==> src/rtl/rv32_div_unit.sv <==
// rtl/rv32_div_unit.sv - multi-cycle RV32M DIV/DIVU/REM/REMU unit, restoring radix-2
module rv32_div_unit #(
    parameter int XLEN = 32
) (
    input  logic            aclk,
    input  logic            rst_n,
    input  logic            flush,
    input  logic            req_valid,
    output logic            req_ready,
    input  logic [2:0]      func,
    input  logic [XLEN-1:0] din1,
    input  logic [XLEN-1:0] din2,
    output logic            resp_valid,
    input  logic            resp_ready,
    output logic [XLEN-1:0] dout,
    output logic            busy
);
    localparam int CW = $clog2(XLEN + 1);

    typedef enum logic [1:0] {
        S_IDLE = 2'd0,
        S_CALC = 2'd1,
        S_DONE = 2'd2
    } state_t;

    state_t          state;
    state_t          state_nx;
    logic [CW-1:0]   count;
    logic [XLEN-1:0] rem_r;
    logic [XLEN-1:0] quo_r;
    logic [XLEN-1:0] dvsr_r;
    logic [XLEN-1:0] dout_r;
    logic            neg_q;
    logic            neg_r;
    logic            is_rem;
    logic            accept;

    // funct3 bit 2 only distinguishes MUL vs DIV groups upstream
    logic unused_func_bit;
    assign unused_func_bit = func[2];

    // Request decode: signed ops use magnitudes, sign fix applied at the end
    logic            signed_op;
    logic            rem_op;
    logic            a_neg;
    logic            b_neg;
    logic [XLEN-1:0] abs1;
    logic [XLEN-1:0] abs2;
    logic            div_zero;
    logic            ovf;
    logic [XLEN-1:0] special_res;

    assign signed_op = ~func[0];
    assign rem_op    = func[1];
    assign a_neg     = signed_op & din1[XLEN-1];
    assign b_neg     = signed_op & din2[XLEN-1];
    assign abs1      = a_neg ? -din1 : din1;
    assign abs2      = b_neg ? -din2 : din2;
    assign div_zero  = (din2 == '0);
    assign ovf       = signed_op && (din1 == {1'b1, {(XLEN-1){1'b0}}}) && (din2 == '1);
    // Overflow quotient is the most-negative value, which equals din1 itself
    assign special_res = div_zero ? (rem_op ? din1 : '1)
                                  : (rem_op ? '0 : din1);

    // One restoring step: shift in the next dividend bit, subtract if it fits
    logic [XLEN:0]   shifted;
    logic [XLEN:0]   diff;
    logic            q_bit;
    logic [XLEN-1:0] rem_nx;
    logic [XLEN-1:0] quo_nx;
    logic [XLEN-1:0] final_res;
    logic            last_step;

    assign shifted   = {rem_r, quo_r[XLEN-1]};
    assign diff      = shifted - {1'b0, dvsr_r};
    assign q_bit     = ~diff[XLEN];
    assign rem_nx    = q_bit ? diff[XLEN-1:0] : shifted[XLEN-1:0];
    assign quo_nx    = {quo_r[XLEN-2:0], q_bit};
    assign final_res = is_rem ? (neg_r ? -rem_nx : rem_nx)
                              : (neg_q ? -quo_nx : quo_nx);
    assign last_step = (count == CW'(1));

    // State register
    always_ff @(posedge aclk or negedge rst_n) begin
        if (!rst_n) begin
            state <= S_IDLE;
        end else begin
            state <= state_nx;
        end
    end

    // Next-state and handshake outputs; flush always wins
    always_comb begin
        state_nx   = state;
        req_ready  = 1'b0;
        resp_valid = 1'b0;
        busy       = 1'b1;
        accept     = 1'b0;
        case (state)
            S_IDLE: begin
                busy      = 1'b0;
                req_ready = ~flush;
                accept    = req_valid & ~flush;
                if (accept) begin
                    state_nx = (div_zero || ovf) ? S_DONE : S_CALC;
                end
            end
            S_CALC: begin
                if (flush) begin
                    state_nx = S_IDLE;
                end else if (last_step) begin
                    state_nx = S_DONE;
                end
            end
            S_DONE: begin
                resp_valid = 1'b1;
                if (flush || resp_ready) begin
                    state_nx = S_IDLE;
                end
            end
            default: begin
                state_nx = S_IDLE;
            end
        endcase
    end

    // Datapath: latch operands on accept, iterate in CALC, write dout on DONE entry
    always_ff @(posedge aclk or negedge rst_n) begin
        if (!rst_n) begin
            count  <= '0;
            rem_r  <= '0;
            quo_r  <= '0;
            dvsr_r <= '0;
            dout_r <= '0;
            neg_q  <= 1'b0;
            neg_r  <= 1'b0;
            is_rem <= 1'b0;
        end else begin
            case (state)
                S_IDLE: begin
                    if (accept) begin
                        is_rem <= rem_op;
                        neg_q  <= a_neg ^ b_neg;
                        neg_r  <= a_neg;
                        if (div_zero || ovf) begin
                            dout_r <= special_res;
                        end else begin
                            rem_r  <= '0;
                            quo_r  <= abs1;
                            dvsr_r <= abs2;
                            count  <= CW'(XLEN);
                        end
                    end
                end
                S_CALC: begin
                    if (!flush) begin
                        rem_r <= rem_nx;
                        quo_r <= quo_nx;
                        count <= count - 1'b1;
                        if (last_step) begin
                            dout_r <= final_res;
                        end
                    end
                end
                default: begin
                end
            endcase
        end
    end

    assign dout = dout_r;

endmodule

==> config.mk <==
export PLATFORM = sky130hd
export DESIGN_NAME = rv32_div_unit
export DESIGN_NICKNAME = d
export VERILOG_FILES = /design/src/rtl/rv32_div_unit.sv
export SDC_FILE = /design/constraint.sdc
export NUM_CORES = 1
export LEC_CHECK = 0
export ABC_AREA = 0
export CORE_UTILIZATION = 32
export DETAILED_ROUTE_END_ITERATION = 7
export DONT_BUFFER_PORTS = 1
export GPL_TIMING_DRIVEN = 0
export PLACE_DENSITY_LB_ADDON = 0.25
export REMOVE_ABC_BUFFERS = 1
export SYNTH_ARGS = -nofsm -noshare
export SYNTH_HDL_FRONTEND = slang
export SYNTH_SLANG_ARGS = --single-unit
export TNS_END_PERCENT = 5
==> constraint.sdc <==
create_clock -name aclk -period 6.45 [get_ports aclk]
set_input_delay 0.9675 -clock aclk [delete_from_list [all_inputs] [get_ports aclk]]
set_output_delay 0.9675 -clock aclk [all_outputs]
set_load 0.01 [all_outputs]
# After elaboration in Yosys (flattened, before gate mapping)
# Index checks and enable logic that the tools add are counted.
[totals] in_bits=72 word_cells=84 register_bits=139
[op_classes] mux=36 reduce_logical=12 n_addsub=6 n_bitwise=8 n_eq_ne=13
[op_table] operator="32-bit two-way mux" count=19
[op_table] operator="32-bit case mux with 2 select lines" count=3
[op_table] operator="32-bit negation" count=4
[op_table] operator="32-bit equality test, second input constant" count=2
[op_table] operator="33-bit by 32-bit subtractor with 33-bit output" count=1
[op_table] operator="32-bit logical NOT" count=1
[op_table] operator="6-bit two-way mux" count=3
[op_table] operator="2-bit != test, second input constant" count=7
[op_table] operator="6-bit case mux with 2 select lines" count=1
[op_table] operator="2-bit two-way mux" count=5
[op_table] operator="6-bit by 1-bit equality test with 1-bit output, second input constant" count=1
[op_table] operator="2-bit case mux with 3 select lines" count=1
[op_table] operator="3-bit AND reduction" count=2
[op_table] operator="6-bit by 1-bit subtractor with 6-bit output, second input constant" count=1
[op_table] operator="5-bit AND reduction" count=1
[op_table] operator="1-bit two-way mux" count=4
[op_table] operator="1-bit inverter" count=4
[op_table] operator="4-bit AND reduction" count=1
[op_table] operator="1-bit AND" count=3
[op_table] operator="3-bit != test, second input constant" count=1
[op_table] operator="2-bit by 1-bit equality test with 1-bit output, second input constant" count=1
[op_table] operator="2-bit equality test, second input constant" count=1
[op_table] operator="1-bit logical AND" count=2
[op_table] operator="2-bit logical NOT" count=1
[op_table] operator="4 further kinds" count=5

# Depth between registers and ports, before layout
[depth] depth_word=8 ltp_mapped=25

# Worst setup path before layout
# No wires, ideal clock.
[synth_timing] path_type="register to register" start="register quo_r[31]" end="register dout_r[26], in the netlist dout[26]" t_arrival_ns=5.099 setup_time_ns=0.126 stages_incl_launch_ff=25 slack_ns=1.225 path_cell_list="dfrtp_1 inv_1 ha_1 fa_1 nand2b_1 a21boi_4 o211ai_2 a211oi_4 o21a_2 nor2_8 inv_2 buf_6 buf_2 buf_1 o21ai_0 inv_1 ha_1 inv_1 or4_1 a2111oi_2 a31o_2 nand4_1 nor2_2 mux2i_1 a221o_1"
[synth_via] elab_chain_cells=8 elab_cells_between_ends=11
[synth_rtl] element="start, declared" line_no="30" rtl="logic [XLEN-1:0] quo_r;"
[synth_rtl] element="start signal, assigned" line_no="149" rtl="quo_r <= abs1;"
[synth_rtl] element="start signal, assigned" line_no="158" rtl="quo_r <= quo_nx;"
[synth_rtl] element="33-bit by 32-bit subtractor with 33-bit output" line_no="75" rtl="assign diff = shifted - {1'b0, dvsr_r};"
[synth_rtl] element="32-bit two-way mux / 1-bit inverter (equally long branches)" line_no="77, 76"
[synth_rtl] element="32-bit negation (on tied branches)" line_no="79, 80"
[synth_rtl] element="32-bit two-way mux (on tied branches)" line_no="79, 80"
[synth_rtl] element="32-bit two-way mux (*)" line_no="79" rtl="assign final_res = is_rem ? (neg_r ? -rem_nx : rem_nx)"
[synth_rtl] element="32-bit two-way mux (*)" line_no="160" rtl="if (last_step) begin"
[synth_rtl] element="32-bit two-way mux (*)" line_no="156" rtl="if (!flush) begin"
[synth_rtl] element="32-bit case mux with 2 select lines (*)" line_no="139" rtl="case (state)"
[synth_rtl] element="end signal, assigned" line_no="146" rtl="dout_r <= special_res;"
[synth_rtl] element="end signal, assigned" line_no="161" rtl="dout_r <= final_res;"
[synth_rtl] element="end, declared" line_no="32" rtl="logic [XLEN-1:0] dout_r;"
# Mark *: on every way between the ends. The rest lies on a longest branch, timed or not. The select of a mux whose other input is x is not followed.
# A chain may end at the register's enable or synchronous reset.

# Final worst setup path
[layout_timing] start="register rem_r[10]" end="register dout_r[26], in the netlist dout[26]"
[layout_via] elab_chain_cells=8 elab_cells_between_ends=11
[layout_rtl] element="start, declared" line_no="29" rtl="logic [XLEN-1:0] rem_r;"
[layout_rtl] element="start signal, assigned" line_no="157" rtl="rem_r <= rem_nx;"
[layout_rtl] element="33-bit by 32-bit subtractor with 33-bit output" line_no="75"
[layout_rtl] element="32-bit two-way mux / 1-bit inverter (equally long branches)" line_no="77, 76"
[layout_rtl] element="32-bit negation (on tied branches)" line_no="79, 80"
[layout_rtl] element="32-bit two-way mux (on tied branches)" line_no="79, 80"
[layout_rtl] element="32-bit two-way mux (*)" line_no="79"
[layout_rtl] element="32-bit two-way mux (*)" line_no="160"
[layout_rtl] element="32-bit two-way mux (*)" line_no="156"
[layout_rtl] element="32-bit case mux with 2 select lines (*)" line_no="139"
# Marked as above.

==> flow_summary_export.csv <==
group,metric,value,unit
pwr,share_seq_of_total_power,29.3,%
final_layout,utilization,35.8,%
worst_setup_path,crit_family,"simple AND/OR/NAND/NOR gates",
worst_setup_path,crit_chain,"ha_1 -> nand2_2 -> nor4_2 -> o211ai_2 -> a211oi_4 -> nor3_4 -> buf_12 -> nor2_8 -> inv_6 -> a21oi_1 -> ha_1 -> inv_1 -> or4_1 -> a2111oi_2 -> a31o_2 -> nand4_1 -> nor2_2 -> mux2i_1 -> a221o_1",
detailed_routing,drt_iter0_drc,860,
sta,setup_viol,0,
grt,grt-ovfl-total,0,
detailed_routing,ant_nets,0,
worst_setup_path,cp.required,6.77,ns
synth,synth_area,12100,um2
place,dpl_worst_slack,-0.401,ns
pwr,p_switching,2590,uW
place,port_buffers,0,
sta,slew_headroom,2.83,%
cts,numCtsBuffers,17,
pwr,peakVddDrop,321,uV
final_layout,nNetsFinal,1634,
place,place_inst,2003,
worst_setup_path,cp-start-kind,"flop",
synth,yosysWarnings,0,
run,drv_cap,0,
cts,cts_tree,"done",
grt,grt_pass1_wl,63.3,mm
cts,clock-sinks,139,
cts,clock_latency,0.45,ns
cts,h-tree-depth,4,
sta,timing.fmax,0.167,GHz
final_layout,diodes,0,
final_layout,final_cell_mix,"nand2_1, o21ai_0, nor2_1",
floorplan,die_y,197,um
pwr,p_comb_share,51.5,%
sta,maxSlewViolCount,0,
final_layout,stdcell_count,2038,
grt,grt_max_degree,140,
detailed_routing,wl_per_cell,19.6,um
hold_path,hold_class,"in2async",
floorplan,initial_core_util,32.9,%
cts,cts_hold_buf,0,
status,run_status,"completed",
final_layout,syn2layout_area_growth,8.85,%
worst_setup_path,cp_common_cell,"ha_1",
pwr,p_clk_share,19.1,%
floorplan,fp.dieW,197,um
worst_setup_path,cp_max_fo,40,
grt,grt_antenna_before_repair,0,
detailed_routing,dr.pass1.iters,5,
place,place_congestion,0.863,
cts,cts_root_buf,"clkbuf_16",
sta,setup_slack,0.458,ns
final_layout,drive_above_1_share,6.00,%
synth,synthDistinctLibCells,92,
worst_setup_path,cpMaxStageDelayCell,"or4_1",
detailed_routing,vias,11455,
worst_setup_path,critPathCaptureType,"flop",
place,hpwl,29.8,mm
synth,ys_async_sr_fraction,100,%
floorplan,num_rows,70,
detailed_routing,vias_per_cell,5.62,
detailed_routing,routed_wirelength,40.0,mm
floorplan,io_pins,107,
synth,synthCells,1585,
pwr,finalPower,5480,uW
worst_setup_path,cpPeakStageDelay,0.58,ns
worst_setup_path,worstPathArrival,6.32,ns
pwr,switching_share,47.2,%
worst_setup_path,worstSetupPathType,"reg2reg",
sta,fin_crit,5.99,ns
synth,ys_ff_latch,139,
pwr,power_density,415,nW/um2
pwr,p_leak,0.00524,uW
sta,skew,0.0174,ns
sta,fin_crit_sh,92.9,%
sta,worst_slew_pin_slew,1.45,ns
detailed_routing,drc,0,
synth,avgSynthCellArea,7.66,um2
grt,grt_pass1_vias,11140,
floorplan,coreArea,37000,um2
grt,track_usage,20.9,%
synth,synth_ff_type,"dfrtp_1",
final_layout,layout_commonest_cell,"nand2_1",
cts,clockBufferDepth,2,
sta,finalHoldViolations,0,
worst_setup_path,cp_num_buf_inv,3,
pwr,internal_power,2890,uW
synth,ys_seq_area_share,28.6,%
cts,cts.reportedPaths.clkPinSlew,0.07,ns
sta,rsz0062_at_grt,"false",
floorplan,dieArea,38700,um2
synth,synth_edf_count,0,
## power by group through the flow
stage	Combinational, uW	Sequential [uW]	Clock (uW)
floorplan	2110	1490	0
detailed placement	2830	1620	0
global placement	2770	1620	0
global route	3180	1670	1100
CTS	2840	1610	1060
finish	2830	1610	1050
## worst paths after layout
path,start,end,slack [ns],cells past startpoint
worst max-delay path,rem_r[10]$_DFFE_PN0P_,dout[26]$_DFFE_PN0P_,0.46,19
worst min-delay path,rst_n,dout[24]$_DFFE_PN0P_,0.21,0
worst max register to register,rem_r[10]$_DFFE_PN0P_,dout[26]$_DFFE_PN0P_,0.46,19
worst min register to register,dvsr_r[23]$_DFFE_PN0P_,dvsr_r[23]$_DFFE_PN0P_,0.53,2
max in group asynchronous,rst_n,dvsr_r[2]$_DFFE_PN0P_,6.08,0
min in group aclk,dvsr_r[23]$_DFFE_PN0P_,dvsr_r[23]$_DFFE_PN0P_,0.53,2
## synth_stat cells (18+ instances only)
library cell	count	area share, %
nor3_1	31	1.3
o21ai_0	188	7.7
xor2_1	58	4.2
nand3_1	27	1.1
a31oi_1	18	0.93
buf_2	18	0.74
or3_1	24	1.2
nand2_1	196	6.1
dfrtp_1	139	29
a21oi_1	129	5.3
ha_1	39	4.0
mux2i_1	33	2.7
o31ai_1	34	2.1
clkbuf_1	61	1.9
inv_1	54	1.7
nor2_1	141	4.4
nand4_1	28	1.4
nor4_1	20	1.0
xnor2_1	71	5.1
nand2b_1	18	0.93
## worst register-to-register path, stage by stage (launching register included)
cell and delay [ns]:
dfrtp_1 0.47, ha_1 0.51, nand2_2 0.11, nor4_2 0.39
o211ai_2 0.24, a211oi_4 0.39, nor3_4 0.07, buf_12 0.15
nor2_8 0.39, inv_6 0.24, a21oi_1 0.35, ha_1 0.26
inv_1 0.08, or4_1 0.58, a2111oi_2 0.41, a31o_2 0.22
nand4_1 0.31, nor2_2 0.28, mux2i_1 0.12, a221o_1 0.31
## metrics by stage
step	area (um2)	hold WS [ns]	setup TNS, ns
2_1_floorplan	11800	0.471	-16.14
3_3_place_gp	12400	0.505	-350.36
3_5_place_dp	12500	0.513	-2.68
4_1_cts	13200	0.203	0
5_1_grt	13200	0.201	0
6_report	13200	0.212	0
## layer usage
metal	part of all wire, %	track usage, %	vias to the layer above
met5	0	0	-
met4	2.6	7.41	0
met3	4.8	3.78	50
met2	48	35.3	239
met1	44	26.7	5548
li1	-	-	5618
## state kept, by name (all words and copies together), names as in the netlist
register,flops
dout,32
neg_q,1
rem_r,32
count,6
neg_r,1
quo_r,32
dvsr_r,32
state,2
is_rem,1
## layout make-up
class	count	area, um2
Clock buffer	21	460
Clock inverter	10	141
Fill cell	3910	23700
Inverter	56	215
Multi-Input combinational cell	1299	8130
Sequential cell	139	3480
Tap cell	504	631
Timing Repair Buffer	9	155
## timing repair
| item | in CTS | in global routing |
|---|---|---|
| pin swaps | 1 | 1 |
| cloned | 1 | 0 |
| hold endpoints to repair | 0 | 0 |
| setup endpoints to repair | 11 | 9 |
| resized for setup | 2 | 3 |
| buffers inserted | 0 | 3 |
## kinds of logic (layout without fill, tap and decap cells)
| kind of cell | Yosys count | in the layout | share of synthesized area (%) |
|---|---|---|---|
| mux | 44 | 44 | 3.74 |
| buf+inv | 148 | 96 | 4.95 |
| compound gates | 523 | 523 | 27.0 |
| flops | 139 | 139 | 28.6 |
| simple gates | 562 | 563 | 22.2 |
| xor+xnor | 129 | 129 | 9.31 |
| fa+ha+maj | 40 | 40 | 4.18 |
Note: power is estimated with default switching activity, not from simulation.
